<file path="config.mk">
export PLATFORM = sky130hd
export DESIGN_NAME = hand_source_arbiter
export DESIGN_NICKNAME = d
export VERILOG_FILES = /design/src/rtl/hand_source_arbiter.sv
export SDC_FILE = /design/constraint.sdc
export NUM_CORES = 1
export LEC_CHECK = 0
export CORE_MARGIN = 4
export CORE_UTILIZATION = 48
export CTS_CLUSTER_SIZE = 20
export DETAILED_ROUTE_END_ITERATION = 6
export GPL_TIMING_DRIVEN = 0
export PLACE_DENSITY = 0.8
export SLEW_MARGIN = 20
export SYNTH_ARGS = -nofsm -noshare
export SYNTH_HDL_FRONTEND = slang
export SYNTH_SLANG_ARGS = --single-unit
</file>
<file path="constraint.sdc">
create_clock -name clk_in -period 2.7 [get_ports clk_in]
set_clock_uncertainty 0.2 [all_clocks]
set_input_delay 0.54 -clock clk_in [delete_from_list [all_inputs] [get_ports clk_in]]
set_output_delay 0.54 -clock clk_in [all_outputs]
set_load 0.1 [all_outputs]
</file>
<file path="src/rtl/hand_source_arbiter.sv">
// Left-hand pose source arbiter: picks camera tracker or button-driven pose,
// stages it, and releases it to the renderer only on frame boundaries.
module hand_source_arbiter #(
  parameter int unsigned TIMEOUT_CYCLES = 2_000_000,
  parameter int unsigned CONFIRM_COUNT  = 4
) (
  input  logic        clk_in,
  input  logic        rst_in_n,
  input  logic        cam_valid_in,
  input  logic [11:0] cam_x_bottom_in,
  input  logic [11:0] cam_y_bottom_in,
  input  logic [13:0] cam_z_bottom_in,
  input  logic [11:0] cam_x_top_in,
  input  logic [11:0] cam_y_top_in,
  input  logic [13:0] cam_z_top_in,
  input  logic        man_valid_in,
  input  logic [11:0] man_x_bottom_in,
  input  logic [11:0] man_y_bottom_in,
  input  logic [13:0] man_z_bottom_in,
  input  logic [11:0] man_x_top_in,
  input  logic [11:0] man_y_top_in,
  input  logic [13:0] man_z_top_in,
  input  logic        frame_start_in,
  output logic [11:0] hand_x_left_bottom,
  output logic [11:0] hand_y_left_bottom,
  output logic [13:0] hand_z_left_bottom,
  output logic [11:0] hand_x_left_top,
  output logic [11:0] hand_y_left_top,
  output logic [13:0] hand_z_left_top,
  output logic        pose_valid_out,
  output logic        source_out
);

  localparam int unsigned TW = $clog2(TIMEOUT_CYCLES + 1);
  localparam int unsigned CW = $clog2(CONFIRM_COUNT + 1);
  localparam logic [TW-1:0] TIMEOUT_LAST = TW'(TIMEOUT_CYCLES - 1);
  localparam logic [CW-1:0] CONFIRM_LAST = CW'(CONFIRM_COUNT - 1);
  localparam logic DIRECT_HANDOVER = (CONFIRM_COUNT <= 1);

  typedef enum logic [1:0] {MANUAL, ACQUIRE, CAMERA} state_t;

  state_t        state;
  logic [TW-1:0] timeout_cnt;
  logic [CW-1:0] confirm_cnt;
  logic [75:0]   staging;
  logic [75:0]   released;
  logic          pending;

  logic [75:0] cam_pose;
  logic [75:0] man_pose;
  logic        accept;
  logic        timed_out;
  logic        confirm_done;
  logic        cam_wr;
  logic        man_wr;
  logic        to_camera;
  logic        to_manual;
  logic        release_now;

  // Pose packing: {x_bottom, y_bottom, z_bottom, x_top, y_top, z_top}
  assign cam_pose = {cam_x_bottom_in, cam_y_bottom_in, cam_z_bottom_in,
                     cam_x_top_in, cam_y_top_in, cam_z_top_in};
  assign man_pose = {man_x_bottom_in, man_y_bottom_in, man_z_bottom_in,
                     man_x_top_in, man_y_top_in, man_z_top_in};

  assign accept       = cam_valid_in && (cam_z_bottom_in != '0) && (cam_z_top_in != '0);
  assign timed_out    = (timeout_cnt >= TIMEOUT_LAST);
  assign confirm_done = (confirm_cnt >= CONFIRM_LAST);
  assign release_now  = frame_start_in && pending;

  always_comb begin
    cam_wr    = 1'b0;
    man_wr    = 1'b0;
    to_camera = 1'b0;
    to_manual = 1'b0;
    unique case (state)
      MANUAL: begin
        if (accept && DIRECT_HANDOVER) begin
          to_camera = 1'b1;
          cam_wr    = 1'b1;
        end else begin
          man_wr = man_valid_in;
        end
      end
      ACQUIRE: begin
        // The confirming sample takes over staging even if a button pose collides.
        if (accept && confirm_done) begin
          to_camera = 1'b1;
          cam_wr    = 1'b1;
        end else begin
          man_wr    = man_valid_in;
          to_manual = !accept && timed_out;
        end
      end
      CAMERA: begin
        cam_wr    = accept;
        to_manual = !accept && timed_out;
      end
      default: ;
    endcase
  end

  always_ff @(posedge clk_in or negedge rst_in_n) begin
    if (!rst_in_n) begin
      state          <= MANUAL;
      timeout_cnt    <= '0;
      confirm_cnt    <= '0;
      staging        <= '0;
      released       <= '0;
      pending        <= 1'b0;
      pose_valid_out <= 1'b0;
      source_out     <= 1'b0;
    end else begin
      if (cam_wr) begin
        staging <= cam_pose;
      end else if (man_wr) begin
        staging <= man_pose;
      end

      // Release uses pre-write staging; a same-cycle write keeps pending set.
      if (release_now) begin
        released <= staging;
      end
      pose_valid_out <= release_now;
      pending        <= cam_wr || man_wr || (pending && !frame_start_in);

      unique case (state)
        MANUAL: begin
          timeout_cnt <= '0;
          if (accept) begin
            confirm_cnt <= CW'(1);
            if (to_camera) begin
              state      <= CAMERA;
              source_out <= 1'b1;
            end else begin
              state <= ACQUIRE;
            end
          end
        end
        ACQUIRE: begin
          if (accept) begin
            confirm_cnt <= confirm_cnt + 1'b1;
            timeout_cnt <= '0;
            if (to_camera) begin
              state      <= CAMERA;
              source_out <= 1'b1;
            end
          end else if (to_manual) begin
            state       <= MANUAL;
            confirm_cnt <= '0;
            timeout_cnt <= '0;
          end else begin
            timeout_cnt <= timeout_cnt + 1'b1;
          end
        end
        CAMERA: begin
          if (accept) begin
            timeout_cnt <= '0;
          end else if (to_manual) begin
            state       <= MANUAL;
            source_out  <= 1'b0;
            confirm_cnt <= '0;
            timeout_cnt <= '0;
          end else begin
            timeout_cnt <= timeout_cnt + 1'b1;
          end
        end
        default: state <= MANUAL;
      endcase
    end
  end

  assign hand_x_left_bottom = released[75:64];
  assign hand_y_left_bottom = released[63:52];
  assign hand_z_left_bottom = released[51:38];
  assign hand_x_left_top    = released[37:26];
  assign hand_y_left_top    = released[25:14];
  assign hand_z_left_top    = released[13:0];

endmodule
</file>
==> run summary <==
- complete, no violations — status
- 989 — Net Count, Synth
- 0.44 ns — clock latency at the later pin of the worst-skew pair
- 0.01096 sq mm — area post-placement
- 1 — number of antenna violations at the first check in global routing
- 4 — Clock H-tree levels
- 1315 mW/mm^2 — pwr/cell area
- 2 — number of buffers on the longest clock path
- 0.01547 W — overall power after layout
- 1254 — net count reported at finish
- 16.79% — share of final-layout standard cells stronger than drive strength 1
- 0.007545 W — Internal Pwr Total
- flip-flop — kind of start point of the critical path
- 31.21% — Max transition margin
- 0 — Remaining DRCs
- 0 — number of hold-slack violations in the final timing report
- 0.14 ns — flop-to-flop setup slack
- 1.96 ns — required time at the endpoint of the critical path
- confirm_cnt[0]$_DFFE_PN0P_ — launch point of the worst reg-to-reg path
- 2 — crit-path max FO
- 139.4 um — Vert. Die Dim
- 54.67% — post-synth top area share
- 0.01676 sq mm — Core Area
- 51.23% — sw frac
- 1.036 ns — slew at the pin with the worst max-slew slack
- 7415 — DR vias
- 9 — R2R cell count
- 0 — max-slew violation total from the final report
- 29.3% — Sequential Power Share
- 49 — number of distinct library cell variants in the gate-level netlist after synthesis
- sky130_fd_sc_hd__clkdlybuf4s50_1 — standard cell with the maximum stage delay on the critical path
- 41.94% — layout-stage area growth over the synthesis result
- 0.8954 — Placer Congestion
- released[22]$_DFFE_PN0P_ — Critical Path Source
- 906.9 uV — worst vdd rail ir drop
- released[27]$_DFFE_PN0P_ — worst-case hold path end point
- staging[54]$_DFFE_PN0P_ — destination of the worst register-to-register timing path
- 0 — EDFF count, synth
- 1 — number of cells on the worst hold path
- 24.93 mm — total wire length after detailed routing
- 2.673 ns — minimum period implied by the final worst setup slack
- clkdlybuf4s50_1 — cells along the critical path
- 0.07 ns — clock-pin slew on the worst setup and hold paths
- 824 — synthesized instance count
- 235 — ports placed on the boundary
- 0.007925 W — power spent charging and discharging nets
- 25.29% — Total GRT Usage
- 374.2 MHz — Max Clock Freq
- 18.84 um — wire per inst
- flip-flop to primary output — critical path start-end classification
- primary output — type of destination of the critical path
- 1.93 ns — endpoint arrival time on the critical path
- 7456 — number of global-route vias before repair
- 0.01943 sq mm — area enclosed by the die boundary
- 39.21 mm — global-route wire length before repair
- 0.01176 sq mm — finished layout cell area
- 0 — max-cap viol count
- 1 — Critical Path Stages
- sky130_fd_sc_hd__clkbuf_16 — root buffer selected by CTS
- 84 — pin count of the biggest net entering global routing
- 17.90 mm — final HPWL from detailed placement
- 234 — count of buffers inserted at the top-level ports
- 5.605 — vias per std cell
- 54.9% — combinational fraction of design power
- 181 — synthesis-stage register bit count
- 181 — number of sinks driven by the clock tree
- sky130_fd_sc_hd__dfrtp_1 — most instantiated flip-flop cell in the synthesis netlist
- flip-flop to flip-flop — type of the tightest min-delay check
- -0.9393 ns — post-placement worst setup slack
- 1 — Buffers & Inverters on Critical Path
- 0 — Post-DRT Antenna Nets
- 15.8% — clock share of power
- 0 — GRT Residual Overflow
- 1.14 ns — Slowest Stage Delay on Critical Path
- 139.4 um — Die Span X
- 100.0% — Synth async-reset ratio
- 1275 — number of inserted filler cells in the final layout
- 0.02729 ns — setup ws final
- 49.44% — Initial Utilization
- 0 — synthesis warning total
- 5.369 nW — leakage power summed over all cells
- 487 — number of DRC markers in iteration 0
- sky130_fd_sc_hd__dfrtp_1 — cell with the most instances after synthesis
- 17 — number of buffers added by the clock tree synthesis step
- 5 — first-pass iteration count of the detailed router
- sky130_fd_sc_hd__dfrtp_1, sky130_fd_sc_hd__nand2_1, sky130_fd_sc_hd__a31oi_1 — top cell types by occurrence after synthesis
- 0 — number of endpoints failing setup at the final stage
- sky130_fd_sc_hd__dfrtp_1 — Synth area leader
- released[27]$_DFFE_PN0P_ — launch point of the worst hold path
- 0.008285 sq mm — mapped cell area
- 98.99% — final worst path period share
- 47 — FP Rows
- sky130_fd_sc_hd__dfrtp_1, sky130_fd_sc_hd__mux2_2, sky130_fd_sc_hd__nand2_1 — most area-consuming cells after synthesis
- 10.06 sq um — post-synthesis area per instance
- 54.67% — post-synthesis sequential area ratio
- 0 ns — setup TNS
- yes — clock tree from TritonCTS
- buffers and inverters — critical path's top delay family
## power groups by stage
| stage | Clock, W | Combinational [W] | Sequential [W] |
|---|---|---|---|
| 2_1_floorplan | 0 | 0.00235 | 0.00853 |
| 3_3_place_gp | 0 | 0.00850 | 0.00452 |
| 3_5_place_dp | 0 | 0.00861 | 0.00457 |
| 4_1_cts | 0.00248 | 0.00848 | 0.00454 |
| 5_1_grt | 0.00259 | 0.00889 | 0.00469 |
| 6_report | 0.00244 | 0.00850 | 0.00453 |
## per-stage QoR
| stage | utilization [%] | instances | hold slack (ns) |
|---|---|---|---|
| 3_3_place_gp | 65.05 | 1278 | 0.2841 |
| 4_1_cts | 69.13 | 1317 | 0.3066 |
| 6_report | 70.17 | 1323 | 0.3014 |
| 3_5_place_dp | 65.41 | 1280 | 0.2219 |
| 2_1_floorplan | - | 824 | 0.04441 |
| 5_1_grt | 70.17 | 1323 | 0.3207 |
## cells by family (layout without fill, tap and decap cells)
logic type / after synthesis / in the layout / share of synthesized area, %
AO/OA/AOI/OAI: 140 / 140 / 11.40
adder cells (fa/ha/maj): 8 / 8 / 1.208
buffers and inverters: 78 / 356 / 4.455
flip-flops: 181 / 181 / 54.67
multiplexers: 79 / 79 / 10.71
other: 0 / 1 / 0
AND/OR/NAND/NOR: 338 / 338 / 17.56
## timing repair
action / 4_1_cts / 5_1_grt
setup buffers: 4 / 6
gates resized for setup: 55 / 55
endpoints found under the hold margin: 33 / 0
pin swaps: 2 / 6
setup endpoints to repair: 143 / 150
hold buffers: 1 / 0
## metal layers
| metal | GRT usage, % | up-vias | part of all wire, % |
|---|---|---|---|
| met4 | 10.04 | 0 | 3.4 |
| met2 | 40.97 | 339 | 49 |
| li1 | - | 3433 | - |
| met3 | 8.405 | 57 | 8.5 |
| met1 | 31.46 | 3586 | 40 |
| met5 | 0 | - | 0 |
## cells in the final DEF (no fill, tap or decap), types with 3 or more instances in the layout
cell type                           n
sky130_fd_sc_hd__nor4_2             5
sky130_fd_sc_hd__inv_1             25
sky130_fd_sc_hd__dlygate4sd2_1     40
sky130_fd_sc_hd__clkbuf_16         17
sky130_fd_sc_hd__clkbuf_2          11
sky130_fd_sc_hd__nand3_1           20
sky130_fd_sc_hd__ha_1               6
sky130_fd_sc_hd__a31oi_1           95
sky130_fd_sc_hd__clkdlybuf4s50_1  164
sky130_fd_sc_hd__clkbuf_1          10
sky130_fd_sc_hd__and4_1             3
sky130_fd_sc_hd__dfrtp_1          179
sky130_fd_sc_hd__nor2_1            93
sky130_fd_sc_hd__buf_4             17
sky130_fd_sc_hd__clkbuf_4           3
sky130_fd_sc_hd__buf_6              5
sky130_fd_sc_hd__inv_2              3
sky130_fd_sc_hd__nor3_1             8
sky130_fd_sc_hd__o22ai_1           17
sky130_fd_sc_hd__o21ai_1            4
sky130_fd_sc_hd__nand4_1           13
sky130_fd_sc_hd__nand2b_1           6
sky130_fd_sc_hd__nor4_1             4
sky130_fd_sc_hd__clkinvlp_4         4
sky130_fd_sc_hd__inv_8              3
sky130_fd_sc_hd__dlymetal6s2s_1    29
sky130_fd_sc_hd__mux2_2            77
sky130_fd_sc_hd__buf_2             14
sky130_fd_sc_hd__a21oi_1            3
sky130_fd_sc_hd__o211ai_1           3
sky130_fd_sc_hd__nand2_1          172
## cell type report
class	instances	area (sq um)	share of cell area (%)
diodes	1	2.502	0.02128
plain buffers	49	290.3	2.468
clock buffers	18	429.2	3.649
clock inverters	14	146.4	1.245
inverters	28	105.1	0.8937
multi-input cells	565	3470	29.50
flip-flops and latches	181	4532	38.54
well taps	220	275.3	2.341
repair buffers	247	2510	21.34
## how the worst max path moves through the flow
stage | to | slack [ns]
after detailed placement | staging[45]$_DFFE_PN0P_ | -0.94
after global placement | released[60]$_DFFE_PN0P_ | -6.47
after global routing | staging[45]$_DFFE_PN0P_ | -0.02
final | hand_y_left_top[8] | 0.03
after CTS | hand_y_left_top[6] | 0.0005
after floorplan | staging[37]$_DFFE_PN0P_ | 0.34
## state kept, by name (all words and copies together) (netlist names)
signal / flops
pending: 1
timeout_cnt: 21
pose_valid_out: 1
state: 2
staging: 76
confirm_cnt: 3
released: 76
source_out: 1
(Power assumes the default switching activity.)
